### config.mk
export PLATFORM = sky130hd
export DESIGN_NAME = fifo_burst_reader
export DESIGN_NICKNAME = d
export VERILOG_FILES = /design/src/rtl/nn_fifo_pkg.sv /design/src/rtl/fifo_level_tracker.sv /design/src/rtl/fifo_burst_reader.sv
export SDC_FILE = /design/constraint.sdc
export NUM_CORES = 1
export LEC_CHECK = 0
export CORE_AREA = 5 5 57 97
export CTS_CLUSTER_DIAMETER = 150
export DETAILED_ROUTE_END_ITERATION = 8
export DIE_AREA = 0 0 62 102
export PLACE_DENSITY_LB_ADDON = 0.25
export SLEW_MARGIN = 20
export SYNTH_ARGS = -nofsm -noshare
export SYNTH_HDL_FRONTEND = slang
export SYNTH_HIERARCHICAL = 1
export SYNTH_SLANG_ARGS = --single-unit
### constraint.sdc
create_clock -name clk -period 4.75 [get_ports clk]
set_input_delay 0.95 -clock clk [delete_from_list [all_inputs] [get_ports clk]]
set_output_delay 0.95 -clock clk [all_outputs]
set_load 0.05 [all_outputs]
### src/rtl/nn_fifo_pkg.sv
// nn_fifo_pkg: shared read-controller state type and FIFO geometry defaults for the wishbone_nn datapath
package nn_fifo_pkg;
   localparam int FIFO_DATA_W = 32;
   localparam int FIFO_DEPTH = 8;
   typedef enum logic [1:0] {IDLE, BURST, LAST} rd_state_t;
endpackage

### src/rtl/fifo_level_tracker.sv
// fifo_level_tracker: bounded up/down shadow of FIFO occupancy
module fifo_level_tracker
   import nn_fifo_pkg::*;
#(
   parameter int DEPTH = FIFO_DEPTH,
   parameter int LEN_W = $clog2(DEPTH) + 1
)(
   input  logic             clk,
   input  logic             rst,
   input  logic             inc,
   input  logic             dec,
   output logic [LEN_W-1:0] level,
   output logic             empty
);
   always_ff @(posedge clk) begin
      if (rst) level <= '0;
      else if (inc && level < LEN_W'(DEPTH)) level <= level + 1'b1;
      else if (dec && level != '0) level <= level - 1'b1;
   end
   assign empty = level == '0;
endmodule

### src/rtl/fifo_burst_reader.sv
// fifo_burst_reader: arbitrates FIFO writes against pops and drains words onto a valid/ready stream in bursts
module fifo_burst_reader
   import nn_fifo_pkg::*;
#(
   parameter int DATA_W = FIFO_DATA_W,
   parameter int DEPTH = FIFO_DEPTH,
   parameter int LEN_W = $clog2(DEPTH) + 1
)(
   input  logic              clk,
   input  logic              rst,
   input  logic              wr_req,
   output logic              wr_ack,
   input  logic              fifo_full,
   input  logic [DATA_W-1:0] fifo_data,
   output logic              fifo_ce,
   output logic              fifo_we,
   input  logic [LEN_W-1:0]  burst_len,
   input  logic              flush,
   output logic              m_valid,
   input  logic              m_ready,
   output logic [DATA_W-1:0] m_data,
   output logic              m_last,
   output logic [LEN_W-1:0]  level,
   output logic              empty
);
   rd_state_t state;
   logic [LEN_W-1:0] remaining, eff_len;
   logic flush_pend, pop, go_full, go_flush;
   assign eff_len = (burst_len == '0 || burst_len > LEN_W'(DEPTH)) ? LEN_W'(DEPTH) : burst_len;
   assign wr_ack = wr_req && !fifo_full && !rst;
   // a pending write owns the shared ce/we slot even when the FIFO refuses it
   assign pop = !rst && state == BURST && !wr_req && remaining != '0 && (!m_valid || m_ready) && !empty;
   assign fifo_we = wr_ack;
   assign fifo_ce = wr_ack || pop;
   assign go_full = level >= eff_len;
   assign go_flush = flush_pend && !empty;
   fifo_level_tracker #(.DEPTH(DEPTH), .LEN_W(LEN_W)) u_level (
      .clk(clk), .rst(rst), .inc(wr_ack), .dec(pop), .level(level), .empty(empty)
   );
   always_ff @(posedge clk) begin
      if (rst) begin
         state <= IDLE;
         remaining <= '0;
         flush_pend <= 1'b0;
         m_valid <= 1'b0;
         m_last <= 1'b0;
         m_data <= '0;
      end else begin
         if (pop) begin
            m_data <= fifo_data;
            m_valid <= 1'b1;
            m_last <= remaining == LEN_W'(1);
         end else if (m_valid && m_ready) begin
            m_valid <= 1'b0;
            m_last <= 1'b0;
         end
         // in IDLE a pending flush either starts a burst or finds nothing to drain
         flush_pend <= flush || (flush_pend && state != IDLE);
         case (state)
            IDLE:
               if (go_full) begin
                  state <= BURST;
                  remaining <= eff_len;
               end else if (go_flush) begin
                  state <= BURST;
                  remaining <= level;
               end
            BURST:
               if (pop) begin
                  remaining <= remaining - 1'b1;
                  if (remaining == LEN_W'(1)) state <= LAST;
               end
            LAST: if (m_valid && m_ready && m_last) state <= IDLE;
            default: state <= IDLE;
         endcase
      end
   end
endmodule

==> out/metrics.cfg, run 1 <==
[run_status]
outcome = finished, final reports clean

[worst_hold_path]
min_path_cells = 2
whs_endpoint = m_data[2]
hold_class = reg2reg
hold_path_startpoint = m_data[2]

[cts]
path_clk_slew_ns = 0.08
h-tree-depth = 2
cts_max_path_buffers = 2
clock_latency_ns = 0.29
cts_resized = 0
numCtsBuffers = 5
post_cts_buffers = 0
ctsHoldBuffers = 0
clock_sinks = 45
root_buffer = clkbuf_8
tritoncts = yes

[sta]
skew_ns = 0.00567
slew_viol_final = 0
worst_slew_pin_slew_ns = 0.934
finalSetupTns_ns = 0
period_share = 0.813
finalHoldViolCount = 0
relSlewSlack = 0.377
setup_viol = 0
fmax_mhz = 259
period_minus_slack_ns = 3.86
rsz0062_at_grt = no

[synth]
yosysWarnings = 6
synth_cell_types = 44
netlist_top_cells_area = dfxtp_1 (43%), nand2_1 (13%), a21oi_1 (9.6%)
synth-seq-area-share = 0.434
synth_edf_count = 0
ys_seq_elements = 45
syn-instance-count = 251
synth-async-reset-ratio = 0
ys.flop_type = dfxtp_1
yosysTopAreaCellShare = 0.434
synthesis.nets = 303
synth.most_common_cell = nand2_1
netlist_top_cells_count = nand2_1 (70), dfxtp_1 (45), a21oi_1 (40)
synth_area_um2 = 2080
syn_avg_cell_area_um2 = 8.27
synth_area_leader_cell = dfxtp_1

[power]
max-vdd-ir-drop_uv = 222
switching_share = 0.287
p_int_uw = 572
power.share.sequential = 0.503
leakage_uw = 0.00103
power_density_nw_per_um2 = 269
power.switching_uw = 231
clkPwrFrac = 0.266
power_frac_comb = 0.231

[flow_run]
cap_violations = 0

[setup_path]
rr_endpoint = u_level/level[3]
path_max_fanout = 6
required_ns = 3.80
worstReg2RegStart = state[0]
worst_setup_path_end_kind = primary output
path_class = in2out
r2r_setup_slack_ns = 1.98
reg2reg_depth = 7
crit_arrival_ns = 2.91
startpoint_type = primary input

[global_routing]
grt_start_max_net_pins = 48
grt_antenna_before_repair = 0
globalRoute.totalOverflow = 0
grt_pass1_wl_um = 8550
grt_pass1_vias = 1918
grtUsageTotal = 0.175

[placement]
gp_congestion = 0.877
post-dp-hpwl_um = 3830
place.port_buffers = 83

[detailed_routing]
drtPass1Iterations = 4
viasPerCell = 5.09
via_count = 1928
drtAntennaViolNets = 0
routed_wirelength_um = 5300
wl_per_cell_um = 14.0
drt_iter0_markers = 69
drc = 0

[floorplanning]
start_util = 0.449
io_pins = 84
core_um2 = 4620
rows = 33
die_area_um2 = 6320
chipWidth_um = 62
fp.dieH_um = 102

[cells_and_area]
final_util = 0.644
seq_area_um2 = 901
nets = 380
n_fill_cell = 420
area_growth_pct = 43.5
layout-drive-gt1-share = 0.0703
multi_input_area_um2 = 1070
n_antenna_cell = 0

[logic make-up (layout without fill, tap and decap cells)]
kind of cell             count (synthesis)  count (layout)  share of synthesized area
AO/OA/AOI/OAI                           59              59                      0.177
flip-flops                              45              45                      0.434
AND/OR/NAND/NOR                        113             113                      0.263
buffers and inverters                   21              97                     0.0506
XOR/XNOR                                 3               3                     0.0127
adder cells (fa/ha/maj)                 10              10                     0.0639
[final cells by class]
cell class	count	area share
repair buffers	84	0.283
clock buffers	5	0.0231
multi-input cells	185	0.359
clock inverters	1	0.00168
flip-flops and latches	45	0.302
well taps	52	0.0218
inverters	7	0.00882
[flip-flops by register name, summed over array words and instances, names as in the netlist]
signal         cells
m_data            32
u_level/level      4
flush_pend         1
m_last             1
remaining          4
m_valid            1
state              2
[per-layer routing]
layer / routed length (µm) / vias to the layer above / GRT usage
met5: 0 / - / 0
met4: 125 / 0 / 0.0735
met3: 410 / 10 / 0.0392
met2: 2630 / 67 / 0.299
met1: 2130 / 856 / 0.203
li1: - / 995 / -
[metrics by stage]
stage                     worst slack (ns)  area [µm²]  power, µW  hold slack [ns]  std cells
after global routing                 0.756        2980        847            0.475        379
after global placement               0.953        2910        595            0.441        373
final                                0.888        2980        803            0.455        379
after detailed placement             0.881        2910        598            0.446        373
after CTS                            0.872        2980        813            0.457        379
after floorplan                      0.516        2080        531            0.449        251
[worst max-delay path, cell delays in order]
cell and delay [ns]:
clkdlybuf4s50_1 0.52, nor3b_1 0.52, clkdlybuf4s50_1 0.92
[power by group through the flow]
stage / Clock [µW] / Combinational [µW] / Sequential (µW)
after global routing: 237 / 204 / 406
after CTS: 222 / 187 / 404
after global placement: 0 / 182 / 412
after floorplan: 0 / 106 / 424
final: 214 / 185 / 404
after detailed placement: 0 / 185 / 413
[cell usage in the layout, fill, tap and decap left out, types with 5 or more instances in the layout]
master and n:
a21oi_1 40, clkbuf_8 5, clkdlybuf4s50_1 81, dfxtp_1 45
ha_1 9, inv_1 6, nand2_1 70, nor2_1 9
nor3_1 9
[worst max path at each step]
stage | endpoint | depth (start not counted) | startpoint | slack [ns]
floorplan | fifo_ce | 6 | u_level/level[0] | 0.52
global placement | wr_ack | 3 | wr_req | 0.95
detailed placement | wr_ack | 3 | wr_req | 0.88
CTS | wr_ack | 3 | wr_req | 0.87
global route | wr_ack | 3 | rst | 0.76
finish | wr_ack | 3 | wr_req | 0.89
(Power assumes the default switching activity.)
==> inputs of run 2 (changes only) <==
--- a/config.mk
+++ b/config.mk
@@ -5,10 +5,10 @@
 export SDC_FILE = /design/constraint.sdc
 export NUM_CORES = 1
 export LEC_CHECK = 0
-export CORE_AREA = 5 5 57 97
+export CORE_AREA = 5 5 62 105
 export CTS_CLUSTER_DIAMETER = 150
 export DETAILED_ROUTE_END_ITERATION = 8
-export DIE_AREA = 0 0 62 102
+export DIE_AREA = 0 0 67 110
 export PLACE_DENSITY_LB_ADDON = 0.25
 export SLEW_MARGIN = 20
 export SYNTH_ARGS = -nofsm -noshare
==> constraint.sdc (replaced) <==
create_clock -name clk -period 3.3 [get_ports clk]
set_input_delay 0.66 -clock clk [delete_from_list [all_inputs] [get_ports clk]]
set_output_delay 0.66 -clock clk [all_outputs]
set_load 0.05 [all_outputs]
==> out/metrics.cfg, run 2 (synthesis results as in run 1) <==
[run_status]
outcome = finished, final reports clean

[setup_path]
required_ns = 2.64
path_delay_family = simple AND/OR/NAND/NOR gates
slowest_delay_ns = 0.43
crit_arrival_ns = 2.03
worst_setup_path_end_kind = primary output
path_cells = nor4_2 -> buf_4 -> nor3_4 -> nand4_4 -> inv_2 -> or2_2 -> buf_12
slowest_stage = dfxtp_1
path_class = reg2out
startpoint_type = flop
path_max_fanout = 8
path_buf_inv = 3

[global_routing]
grt_busiest_layer = met2
grt_pass1_wl_um = 8380
grt_util_met2 = 0.258
grt_pass1_vias = 1893
use_met1 = 0.155
grt_antenna_before_repair = 0
gr-usage-met3 = 0.0254
grt_start_max_net_pins = 41
grtUsageTotal = 0.146
globalRoute.totalOverflow = 0

[cts]
h-tree-depth = 2
numCtsBuffers = 5
cts_resized = 0
post_cts_buffers = 0
clock_latency_ns = 0.29
root_buffer = clkbuf_8
ctsHoldBuffers = 0
path_clk_slew_ns = 0.08
tritoncts = yes
clock_sinks = 45
cts_max_path_buffers = 2

[detailed_routing]
drc = 0
drtPass1Iterations = 4
routed_wirelength_um = 5460
drtAntennaViolNets = 0
viasPerCell = 4.90
drt_iter0_markers = 117
via_count = 2010
wl_per_cell_um = 13.3

[floorplanning]
rows = 36
fp.dieH_um = 110
start_util = 0.375
chipWidth_um = 67
core_um2 = 5540
io_pins = 84
die_area_um2 = 7370

[cells_and_area]
layout_common_cells = clkdlybuf4s50_1 (79), nand2_1 (70), dfxtp_1 (45)
n_antenna_cell = 0
final_common_cell = clkdlybuf4s50_1
layout-drive-gt1-share = 0.0958
largest_register_ffs = 32
nets = 385
n_fill_cell = 534
reg_top3 = m_data: 32 flops, remaining: 4 flops, u_level/level: 4 flops
regMostFlops = m_data
final_cells = 410
area_growth_pct = 47.5

[power]
leakage_uw = 0.00105
switching_share = 0.290
clkPwrFrac = 0.276
power.switching_uw = 343
power_frac_comb = 0.232
p_int_uw = 839
max-vdd-ir-drop_uv = 242
power.share.sequential = 0.492
power_density_nw_per_um2 = 386
power.total_uw = 1180

[sta]
worst_slew_pin_slew_ns = 0.573
slew_viol_final = 0
relSlewSlack = 0.617
skew_ns = 0.00602
finalHoldViolCount = 0
setup_viol = 0
period_minus_slack_ns = 2.69
rsz0062_at_grt = no
timing.hold.ws_ns = 0.454
period_share = 0.815
fmax_mhz = 372
finalSetupTns_ns = 0

[placement]
place.port_buffers = 83
gp_congestion = 0.837
dp.cells = 402
post-dp-hpwl_um = 4110

[worst_hold_path]
hold_class = reg2reg

[flow_run]
cap_violations = 0

==> run 2: changes by cell type in the layout (fill, tap and decap cells not counted), sizes merged <==
| cell | before | now |
|---|---|---|
| clkinvlp | 0 | 1 |
| clkdlybuf4s50 | 81 | 79 |
| buf | 3 | 10 |
| clkbuf | 5 | 7 |
| clkinv | 1 | 0 |
==> run 2: per-layer routing <==
layer / share of wire / routed length (µm) / vias to the layer above
met2: 0.52 / 2860 / 72
met5: 0 / 0 / -
met3: 0.062 / 337 / 14
li1: - / - / 1012
met4: 0.033 / 182 / 0
met1: 0.38 / 2080 / 912
==> run 2: final cells by class <==
| class | count | area [µm²] | share of cell area |
|---|---|---|---|
| clock buffers | 7 | 76.3 | 0.0249 |
| inverters | 7 | 26.3 | 0.00857 |
| clock inverters | 1 | 7.51 | 0.00245 |
| well taps | 76 | 95.1 | 0.0310 |
| flip-flops and latches | 45 | 901 | 0.294 |
| repair buffers | 89 | 876 | 0.286 |
| multi-input cells | 185 | 1080 | 0.353 |
==> run 2: through the flow <==
stage	setup WS [ns]	cell area, µm²	util
3_5_place_dp	0.414	2980	0.538
4_1_cts	0.571	3060	0.553
5_1_grt	0.498	3060	0.553
2_1_floorplan	0.0453	2090	-
6_report	0.610	3060	0.553
3_3_place_gp	0.465	2980	0.538
==> run 2: worst min-delay path, cell delays in order (launching register included) <==
cell     delay (ns)
dfxtp_1        0.31
nand2_1        0.05
a21oi_1        0.05
==> run 2: final timing paths <==
check,from,endpoint,slack (ns),cells after the start
setup / recovery,u_level/level[1],fifo_ce,0.61,7
hold / removal,m_data[14],m_data[14],0.45,2
hold reg to reg,m_data[14],m_data[14],0.45,2
setup reg to reg,u_level/level[1],u_level/level[3],0.98,9
==> run 2: power groups by stage <==
stage	clock, µW	combinational (µW)	sequential (µW)
final	327	274	581
after global routing	359	298	584
after CTS	341	277	581
after detailed placement	0	274	594
after global placement	0	272	594
after floorplan	0	154	611
==> inputs of run 3 (changes only) <==
--- a/config.mk
+++ b/config.mk
@@ -5,10 +5,10 @@
 export SDC_FILE = /design/constraint.sdc
 export NUM_CORES = 1
 export LEC_CHECK = 0
-export CORE_AREA = 5 5 62 105
+export CORE_AREA = 5 5 59 100
 export CTS_CLUSTER_DIAMETER = 150
 export DETAILED_ROUTE_END_ITERATION = 8
-export DIE_AREA = 0 0 67 110
+export DIE_AREA = 0 0 64 105
 export PLACE_DENSITY_LB_ADDON = 0.25
 export SLEW_MARGIN = 20
 export SYNTH_ARGS = -nofsm -noshare
==> constraint.sdc (replaced) <==
create_clock -name clk -period 2.7 [get_ports clk]
set_input_delay 0.54 -clock clk [delete_from_list [all_inputs] [get_ports clk]]
set_output_delay 0.54 -clock clk [all_outputs]
set_load 0.05 [all_outputs]
==> out/metrics.cfg, run 3 (synthesis results as in run 1) <==
[placement]
gp_congestion = 0.834
postPlaceCellArea_um2 = 3030
post-dp-hpwl_um = 4080
place.port_buffers = 83

[power]
max-vdd-ir-drop_uv = 382
power_density_nw_per_um2 = 471
leakage_uw = 0.00110
power.total_uw = 1470

[global_routing]
globalRoute.totalOverflow = 0
grt_pass1_vias = 1929
grt_pass1_wl_um = 8980
grtUsageTotal = 0.161
grt_antenna_before_repair = 0
grt_start_max_net_pins = 35

[run_status]
outcome = finished, final reports clean

[detailed_routing]
via_count = 2026
wl_per_cell_um = 13.6
routed_wirelength_um = 5340
drt_iter0_markers = 123
drc = 0
viasPerCell = 5.17
drtPass1Iterations = 4
drtAntennaViolNets = 0

[cts]
numCtsBuffers = 5
tritoncts = yes
h-tree-depth = 2
post_cts_buffers = 0
root_buffer = clkbuf_8
clock_sinks = 45
cts_max_path_buffers = 2
clock_latency_ns = 0.29
path_clk_slew_ns = 0.08
cts_resized = 0
ctsHoldBuffers = 0

[sta]
period_share = 0.898
worst_slew_pin_slew_ns = 0.538
period_minus_slack_ns = 2.42
skew_ns = 0.00848
slew_viol_final = 0
setup_viol = 0
finalHoldViolCount = 0
finalSetupTns_ns = 0
rsz0062_at_grt = no
fmax_mhz = 413
relSlewSlack = 0.640

[setup_path]
worstReg2RegStart = u_level/level[0]
required_ns = 2.16
path_max_fanout = 7
cp-startpoint = u_level/level[2]
crit_arrival_ns = 1.88
worst_setup_path_end_kind = primary output
path_class = reg2out
startpoint_type = flop

[floorplanning]
core_um2 = 4980
fp.dieH_um = 105
die_area_um2 = 6720
start_util = 0.417
io_pins = 84
chipWidth_um = 64
rows = 34

[worst_hold_path]
hold_path_startpoint = m_data[23]
hold_class = reg2reg

[cells_and_area]
area_growth_pct = 50.0
layout-drive-gt1-share = 0.118
seq_area_um2 = 903
n_antenna_cell = 0
final_common_cell = clkdlybuf4s50_1
nets = 389
fin_area_um2 = 3120
reg_top3 = m_data: 32 flops, remaining: 4 flops, u_level/level: 4 flops
n_fill_cell = 455
layout_common_cells = clkdlybuf4s50_1 (79), nand2_1 (70), dfxtp_1 (43)
multi_input_area_um2 = 1100
largest_register_ffs = 32
final_util = 0.626
regMostFlops = m_data

[flow_run]
cap_violations = 0

-- run 3: critical path, stage by stage, from the launching register on --
cell	delay, ns
dfxtp_1	0.43
nor4_4	0.31
clkdlybuf4s50_1	0.86
-- run 3: final timing paths --
| path | to | slack [ns] | cells past startpoint |
|---|---|---|---|
| setup / recovery | empty | 0.28 | 2 |
| hold / removal | m_data[23] | 0.46 | 2 |
| setup reg to reg | remaining[3] | 0.52 | 7 |
| hold reg to reg | m_data[23] | 0.46 | 2 |
-- run 3: per-stage QoR --
step / worst slack, ns / instances / hold slack (ns)
floorplan: 0.00675 / 251 / 0.449
global placement: 0.0870 / 384 / 0.441
detailed placement: 0.0273 / 384 / 0.445
CTS: 0.269 / 392 / 0.459
global route: 0.216 / 392 / 0.479
finish: 0.276 / 392 / 0.456
-- run 3: metal layers --
metal / global-route usage / up-vias / part of all wire
li1: - / 1016 / -
met1: 0.175 / 920 / 0.39
met2: 0.286 / 80 / 0.52
met3: 0.0451 / 10 / 0.072
met4: 0.0654 / 0 / 0.019
met5: 0 / - / 0
-- run 3: power by group --
part / switching, µW / internal (µW) / leakage [µW]
registers: 28.0 / 686 / 0.000365
logic: 176 / 166 / 0.000686
clock network: 228 / 184 / 0.0000445
total: 432 / 1040 / 0.00110
-- run 3: final cells by class --
cell class,instances,share of cell area
Timing Repair Buffer,93,0.299
Tap cell,54,0.0217
Multi-Input combinational cell,185,0.352
Inverter,7,0.00843
Sequential cell,45,0.290
Clock inverter,3,0.00683
Clock buffer,5,0.0221
